<file path="config.mk">
export PLATFORM = sky130hd
export DESIGN_NAME = pipelined_adder
export DESIGN_NICKNAME = d
export VERILOG_FILES = /design/src/rtl/adder_pkg.sv /design/src/rtl/adder_segment.sv /design/src/rtl/pipelined_adder.sv
export SDC_FILE = /design/constraint.sdc
export NUM_CORES = 1
export LEC_CHECK = 0
export BUFFER_PORTS_ARGS = -buffer_cell sky130_fd_sc_hd__buf_4
export CORE_AREA = 2 2 57 59
export CTS_BUF_LIST = sky130_fd_sc_hd__clkbuf_8
export DETAILED_ROUTE_END_ITERATION = 16
export DIE_AREA = 0 0 59 61
export HOLD_SLACK_MARGIN = 0.05
export SYNTH_ARGS = -nofsm -noshare
export SYNTH_HDL_FRONTEND = slang
export SYNTH_HIERARCHICAL = 1
export SYNTH_SLANG_ARGS = --single-unit
</file>
<file path="constraint.sdc">
create_clock -name clk -period 3.93 [get_ports clk]
set_clock_uncertainty 0.05 [all_clocks]
set_input_delay 1.179 -clock clk [delete_from_list [all_inputs] [get_ports clk]]
set_output_delay 1.179 -clock clk [all_outputs]
set_load 0.01 [all_outputs]
</file>
<file path="src/rtl/adder_pkg.sv">
// Shared types and sizing helpers for the pipelined adder datapath.
// The optional overflow output is enabled by defining PIPELINED_ADDER_OVF_EN.
package adder_pkg;

    localparam int DEF_WIDTH = 8;
    localparam int DEF_SEG_W = 4;

    function automatic int stages(input int width, input int seg_w);
        return width / seg_w;
    endfunction

    // Control part of a pipeline stage record. The partial sum and the pending
    // a/b slices shrink and grow from stage to stage, so each stage declares
    // those beside this record at its own exact width.
    typedef struct packed {
        logic valid;
        logic sub;
        logic carry;
    } stage_ctrl_t;

endpackage

</file>
<file path="src/rtl/adder_segment.sv">
// Combinational SEG_W-bit ripple slice of full-adder cells; c_msb is the carry
// into the slice's top bit, used for signed overflow (PIPELINED_ADDER_OVF_EN).
module adder_segment #(
    parameter int SEG_W = 4
) (
    input  logic [SEG_W-1:0] a,
    input  logic [SEG_W-1:0] b,
    input  logic             ci,
    output logic [SEG_W-1:0] s,
    output logic             co,
    output logic             c_msb
);

    logic [SEG_W:0] c;

    assign c[0] = ci;

    for (genvar i = 0; i < SEG_W; i++) begin : g_fa
        assign s[i]   = a[i] ^ b[i] ^ c[i];
        assign c[i+1] = (a[i] & b[i]) | (c[i] & (a[i] ^ b[i]));
    end

    assign co    = c[SEG_W];
    assign c_msb = c[SEG_W-1];

endmodule

</file>
<file path="src/rtl/pipelined_adder.sv">
// WIDTH-bit add/subtract pipelined SEG_W bits per stage with valid/ready on both
// sides. Define PIPELINED_ADDER_OVF_EN to add the registered signed-overflow port ovf.
module pipelined_adder
    import adder_pkg::*;
#(
    parameter int WIDTH = DEF_WIDTH,
    parameter int SEG_W = DEF_SEG_W
) (
    input  logic             clk,
    input  logic             rst,
    input  logic             in_valid,
    output logic             in_ready,
    input  logic [WIDTH-1:0] a,
    input  logic [WIDTH-1:0] b,
    input  logic             cin,
    input  logic             sub,
    output logic             out_valid,
    input  logic             out_ready,
    output logic [WIDTH-1:0] sum,
    output logic             cout
`ifdef PIPELINED_ADDER_OVF_EN
    ,
    output logic             ovf
`endif
);

    localparam int STAGES = stages(WIDTH, SEG_W);

    logic adv;

    // The whole pipe moves in lockstep; it only freezes when the final result is refused.
    assign adv      = !out_valid || out_ready;
    assign in_ready = adv;

    for (genvar k = 0; k < STAGES; k++) begin : stg
        localparam int IN_W   = WIDTH - k * SEG_W;
        localparam int HI_W   = IN_W - SEG_W;
        localparam int DONE_W = (k + 1) * SEG_W;

        logic [IN_W-1:0]   src_a;
        logic [IN_W-1:0]   src_b;
        logic              src_ci;
        logic              src_valid;
        logic              src_sub;
        logic [DONE_W-1:0] nxt_psum;
        logic [SEG_W-1:0]  seg_s;
        logic              seg_co;
        logic              seg_cmsb;

        stage_ctrl_t       ctrl;
        logic [DONE_W-1:0] psum;

        // Stage 0 applies the subtract inversion and forces the carry-in to 1 for sub.
        if (k == 0) begin : g_src
            assign src_a     = a;
            assign src_b     = sub ? ~b : b;
            assign src_ci    = sub | cin;
            assign src_valid = in_valid;
            assign src_sub   = sub;
            assign nxt_psum  = seg_s;
        end else begin : g_src
            assign src_a     = stg[k-1].g_pend.pa;
            assign src_b     = stg[k-1].g_pend.pb;
            assign src_ci    = stg[k-1].ctrl.carry;
            assign src_valid = stg[k-1].ctrl.valid;
            assign src_sub   = stg[k-1].ctrl.sub;
            assign nxt_psum  = {seg_s, stg[k-1].psum};
        end

        adder_segment #(.SEG_W(SEG_W)) u_seg (
            .a     (src_a[SEG_W-1:0]),
            .b     (src_b[SEG_W-1:0]),
            .ci    (src_ci),
            .s     (seg_s),
            .co    (seg_co),
            .c_msb (seg_cmsb)
        );

        always_ff @(posedge clk) begin
            if (rst) begin
                ctrl <= '0;
                psum <= '0;
            end else if (adv) begin
                ctrl <= '{valid: src_valid, sub: src_sub, carry: seg_co};
                psum <= nxt_psum;
            end
        end

        // Operand slices not yet consumed ride along to the stages that will add them.
        if (HI_W > 0) begin : g_pend
            logic [HI_W-1:0] pa;
            logic [HI_W-1:0] pb;

            always_ff @(posedge clk) begin
                if (rst) begin
                    pa <= '0;
                    pb <= '0;
                end else if (adv) begin
                    pa <= src_a[IN_W-1:SEG_W];
                    pb <= src_b[IN_W-1:SEG_W];
                end
            end
        end

        if (k == STAGES - 1) begin : g_last
`ifdef PIPELINED_ADDER_OVF_EN
            logic ovf_q;
            logic unused_sub;

            always_ff @(posedge clk) begin
                if (rst) begin
                    ovf_q <= 1'b0;
                end else if (adv) begin
                    ovf_q <= seg_cmsb ^ seg_co;
                end
            end

            assign unused_sub = ctrl.sub;
`else
            logic unused_last;

            assign unused_last = seg_cmsb ^ ctrl.sub;
`endif
        end else begin : g_mid
            logic unused_cmsb;

            assign unused_cmsb = seg_cmsb;
        end
    end

    assign out_valid = stg[STAGES-1].ctrl.valid;
    assign cout      = stg[STAGES-1].ctrl.carry;
    assign sum       = stg[STAGES-1].psum;
`ifdef PIPELINED_ADDER_OVF_EN
    assign ovf       = stg[STAGES-1].g_last.ovf_q;
`endif

endmodule

</file>
* After elaboration in Yosys (flattened, before gate mapping) *
Index checks and enable logic that the tools add are counted.

word-level totals
  output and inout port bits = 11
  logic and storage cells = 53
  bits in registers = 24
  input port bits = 22

operators by class
  reduce and logical (&&, ||, !) cells = 2
  bitwise gates (word level) = 42
  multiplexer cells = 1

operators with widths
  cell                count
  $and A1 B1 Y1       16
  $xor A1 B1 Y1       16
  $or A1 B1 Y1        9
  $mux W8             1
  $not A8 Y8          1
  $logic_not A1 Y1    1
  $logic_or A1 B1 Y1  1

* Depth between registers and ports, before layout *
  depth after elaboration = 11
  gate-level depth with buffers = 10

* Modules after synthesis *
The synthesis kept the hierarchy.

by module, submodules not included
  module           area an instance (um^2)  cells each  instances
  pipelined_adder  912.1                    109         1
  adder_segment    110.1                    12          2

* Worst setup path after synthesis *
Ideal clock, no wire load.

  path type = input port to flip-flop
  start point = input sub
  end point = register stg[0].psum[3]
  stages on the path = 10
  library setup time = 0.132 ns
  slack = 0.695 ns
  data arrival time = 3.053 ns
  path buffers = 1
  path through = buf_4 xor2_1 fa_1 inv_1 fa_1 fa_1 inv_1 fa_1 nand2_1 a21oi_1

between the ends
  word-level cells in the longest chain between the ends = 9
  elaborated cells on any way between the ends = 16
  classes of those cells = mux (1); bitwise (15)

RTL lines
  element                       line                    text
  start: declaration            pipelined_adder.sv:16   input logic sub,
  $mux W8 (*)                   pipelined_adder.sv:56   assign src_b = sub ? ~b : b;
  net stg[0].src_b[0]           pipelined_adder.sv:41   logic [IN_W-1:0] src_b;
  $xor A1 B1 Y1                 adder_segment.sv:20     assign c[i+1] = (a[i] & b[i]) | (c[i] & (a[i] ^ b[i]));
  $and A1 B1 Y1                 adder_segment.sv:20
  $or A1 B1 Y1 (*)              adder_segment.sv:20
  $and A1 B1 Y1 (*)             adder_segment.sv:20
  $or A1 B1 Y1 (*)              adder_segment.sv:20
  $and A1 B1 Y1 (*)             adder_segment.sv:20
  $or A1 B1 Y1 (*)              adder_segment.sv:20
  net stg[0].g_mid.unused_cmsb  pipelined_adder.sv:125  logic unused_cmsb;
  $xor A1 B1 Y1 (*)             adder_segment.sv:19     assign s[i] = a[i] ^ b[i] ^ c[i];
  net stg[0].nxt_psum[3]        pipelined_adder.sv:45   logic [DONE_W-1:0] nxt_psum;
  end signal: assignment        pipelined_adder.sv:85   psum <= nxt_psum;
  end: declaration              pipelined_adder.sv:51   logic [DONE_W-1:0] psum;

Mark *: on every way through the listed nets, which the timed path passes. The rest lies on a longest branch.
A chain may end at the register's enable or synchronous reset.

* Worst setup path after layout *
Ends and elaborated chain as after synthesis.

==> results.sh <==
export IMPL_crit_family="adder cells"
export IMPL_hold_ws_ns=0.403
export IMPL_io_buffers=32
export IMPL_layout_common_cells="38 x nand2_1, 33 x buf_4, 24 x dfxtp_1, 19 x a21oi_1, 16 x inv_1"
export IMPL_critPathArrivalTime_ns=3.18
export IMPL_path_cells="buf_4, xor2_1, fa_1, inv_1, fa_1, fa_1, inv_1, fa_1, nand2_1, a21oi_1"
export IMPL_synth_area_um2=1130
export IMPL_rsz0062_at_grt="false"
export IMPL_p_sw_uw=146
export IMPL_antenna_cells=0
export IMPL_r2r_slack_ns=1.84
export IMPL_grt_max_degree=29
export IMPL_yosysWarnings=6
export IMPL_outcome="finished clean"
export IMPL_detail_route_wl_per_cell_um=10.3
export IMPL_postCtsSetupBuffers=0
export IMPL_drtIter0Drc=12
export IMPL_root_buffer="clkbuf_8"
export IMPL_cts_clk_slew_worst_paths_ns=0.08
export IMPL_hpwlAfterDp_mm=1.46
export IMPL_critPathBufInv=3
export IMPL_required_ns=4.03
export IMPL_min_path_cells=2
export IMPL_grt_pass1_vias=796
export IMPL_row_count=20
export IMPL_synth_cells=133
export IMPL_peakVddDrop_uv=186
export IMPL_drt_pass1_iterations=4
export IMPL_routed_wl_mm=2.01
export IMPL_num_io_pins=33
export IMPL_num_vias=862
export IMPL_insertion_delay_ns=0.27
export IMPL_fp_dieH_um=61
export IMPL_p_comb_share_pct=20.2
export IMPL_synth_cell_types=16
export IMPL_worst_pin_slew_ns=0.434
export IMPL_p_clk_share_pct=29.7
export IMPL_internal_power_uw=417
export IMPL_cp_max_fo=9
export IMPL_synth_nets=163
export IMPL_ctsHoldBuffers=0
export IMPL_r2r_start="stg[0].g_pend.pa[0]"
export IMPL_gp_congestion=0.738
export IMPL_cts_tree="done"
export IMPL_setup_tns_ns=0
export IMPL_worst_setup_path_type="in -> reg"
export IMPL_final_common_cell="nand2_1"
export IMPL_yosys_register_bits=24
export IMPL_drv_slew=0
export IMPL_crit_top_cell="fa_1"
export IMPL_relSlewSlack_pct=71.1
export IMPL_clock_sinks=24
export IMPL_antenna_found_initial=0
export IMPL_cts_buffer_depth=2
export IMPL_viasPerCell=4.40
export IMPL_hp_start="sum[5]"
export IMPL_h_tree_depth=1
export IMPL_hp_class="reg -> reg"
export IMPL_finalHoldViolations=0
export IMPL_maxCapViolCount=0
export IMPL_p_sw_share_pct=26.0
export IMPL_seqPwrFrac_pct=50.1
export IMPL_finalSetupViolations=0
export IMPL_fin_crit_sh_pct=78.2
export IMPL_coreArea_um2=2950
export IMPL_cp_start_kind="input port"
export IMPL_dieArea_um2=3600
export IMPL_drive_gt1_share_pct=24.5
export IMPL_yosysSeqAreaShare_pct=42.4
export IMPL_cp_slowest_stage_delay_ns=0.40
export IMPL_slowest_stage="fa_1"
export IMPL_cts_resized=0
export IMPL_globalRouteTotalUtil_pct=13.5
export IMPL_fin_nets=194
export IMPL_avgSynthCellArea_um2=8.51
export IMPL_min_period_ns=3.07
export IMPL_reg2reg_to="sum[7]"
export IMPL_cts_buffers=3
export IMPL_cp_end_kind="flop"
export IMPL_syn_to_final_growth_pct=26.2
export IMPL_grt_pass1_wl_mm=3.50
export IMPL_ant_nets=0
export IMPL_fmax_mhz=325
export IMPL_power_density_nw_per_um2=394
export IMPL_grt_remaining_overflow=0
export IMPL_drc=0
export IMPL_start_util_pct=38.3
export IMPL_hold_path_end="sum[5]"
export IMPL_fp_dieW_um=59
export IMPL_power_leakage_uw=0.000674
export IMPL_reg2reg_depth=8
-- logic make-up after synthesis --
| group | synth area share (%) |
|---|---|
| AOI/OAI and AO/OA | 11.0 |
| buffers and inverters | 9.83 |
| adders and majority gates | 14.1 |
| DFF | 42.4 |
| and+or+nand+nor | 16.4 |
| xor gates and xnor gates | 6.19 |
-- flip-flops by register name, indices dropped and copies added, names as in the netlist --
| signal | count |
|---|---|
| stg.g_pend.pb | 4 |
| stg.psum | 4 |
| out_valid | 1 |
| sum | 8 |
| stg.src_valid | 1 |
| cout | 1 |
| stg.g_pend.pa | 4 |
| stg.src_ci | 1 |
-- routing by layer --
| layer | vias up | GRT usage [%] | share of wire (%) |
|---|---|---|---|
| met5 | - | 0 | 0 |
| met1 | 370 | 16.8 | 47 |
| met2 | 24 | 21.0 | 45 |
| met3 | 4 | 2.77 | 5.5 |
| met4 | 0 | 9.74 | 2.5 |
| li1 | 464 | - | - |
-- synth_stat cells (all sizes together) --
library cell | instances | area [um2]
clkbuf | 2 | 7.51
or2 | 1 | 6.26
buf | 5 | 40.0
nand2 | 38 | 143
inv | 17 | 63.8
xnor2 | 4 | 35.0
a211oi | 4 | 30.0
nor2 | 6 | 22.5
a21oi | 19 | 95.1
fa | 8 | 160
nor2b | 1 | 13.8
dfxtp | 24 | 480
xor2 | 4 | 35.0
-- final cells by class --
cell class | count | area, um2
clock buffer | 4 | 55.1
fill | 310 | 1520
inverter | 17 | 63.8
multi-input combinational | 85 | 541
sequential | 24 | 480
tap | 33 | 41.3
timing repair buffer | 33 | 248
-- power by group through the flow --
stage / Clock, uW / Combinational [uW] / Sequential [uW]
6_report: 167 / 114 / 282
5_1_grt: 185 / 133 / 285
4_1_cts: 175 / 116 / 283
3_5_place_dp: 0 / 115 / 288
3_3_place_gp: 0 / 114 / 287
2_1_floorplan: 0 / 66.4 / 291
-- worst max-delay path by stage --
stage               startpoint              to  slack (ns)  depth (start not counted)
finish                     sub  stg[0].psum[3]        0.86                         10
global route               sub  stg[0].psum[3]        0.72                         10
CTS                  out_ready        in_ready        0.84                          4
detailed placement         sub  stg[0].psum[3]        0.57                         10
global placement           sub  stg[0].psum[3]        0.64                         10
floorplan                  sub  stg[0].psum[3]        0.70                         10
-- worst min-delay path, cell delays in order (launching register included) --
cell and delay, ns:
dfxtp_1 0.31, nand2_1 0.05, a21oi_1 0.05
-- metrics by stage --
step / instance area (um2) / util [%] / std cells / setup WS (ns) / total power, uW
after global placement: 1370 / 46.5 / 192 / 0.641 / 401
after global routing: 1430 / 48.4 / 196 / 0.715 / 603
after detailed placement: 1370 / 46.5 / 192 / 0.573 / 404
after floorplan: 1130 / - / 133 / 0.695 / 358
final: 1430 / 48.4 / 196 / 0.857 / 563
after CTS: 1430 / 48.4 / 196 / 0.844 / 574
(Power assumes the default switching activity.)
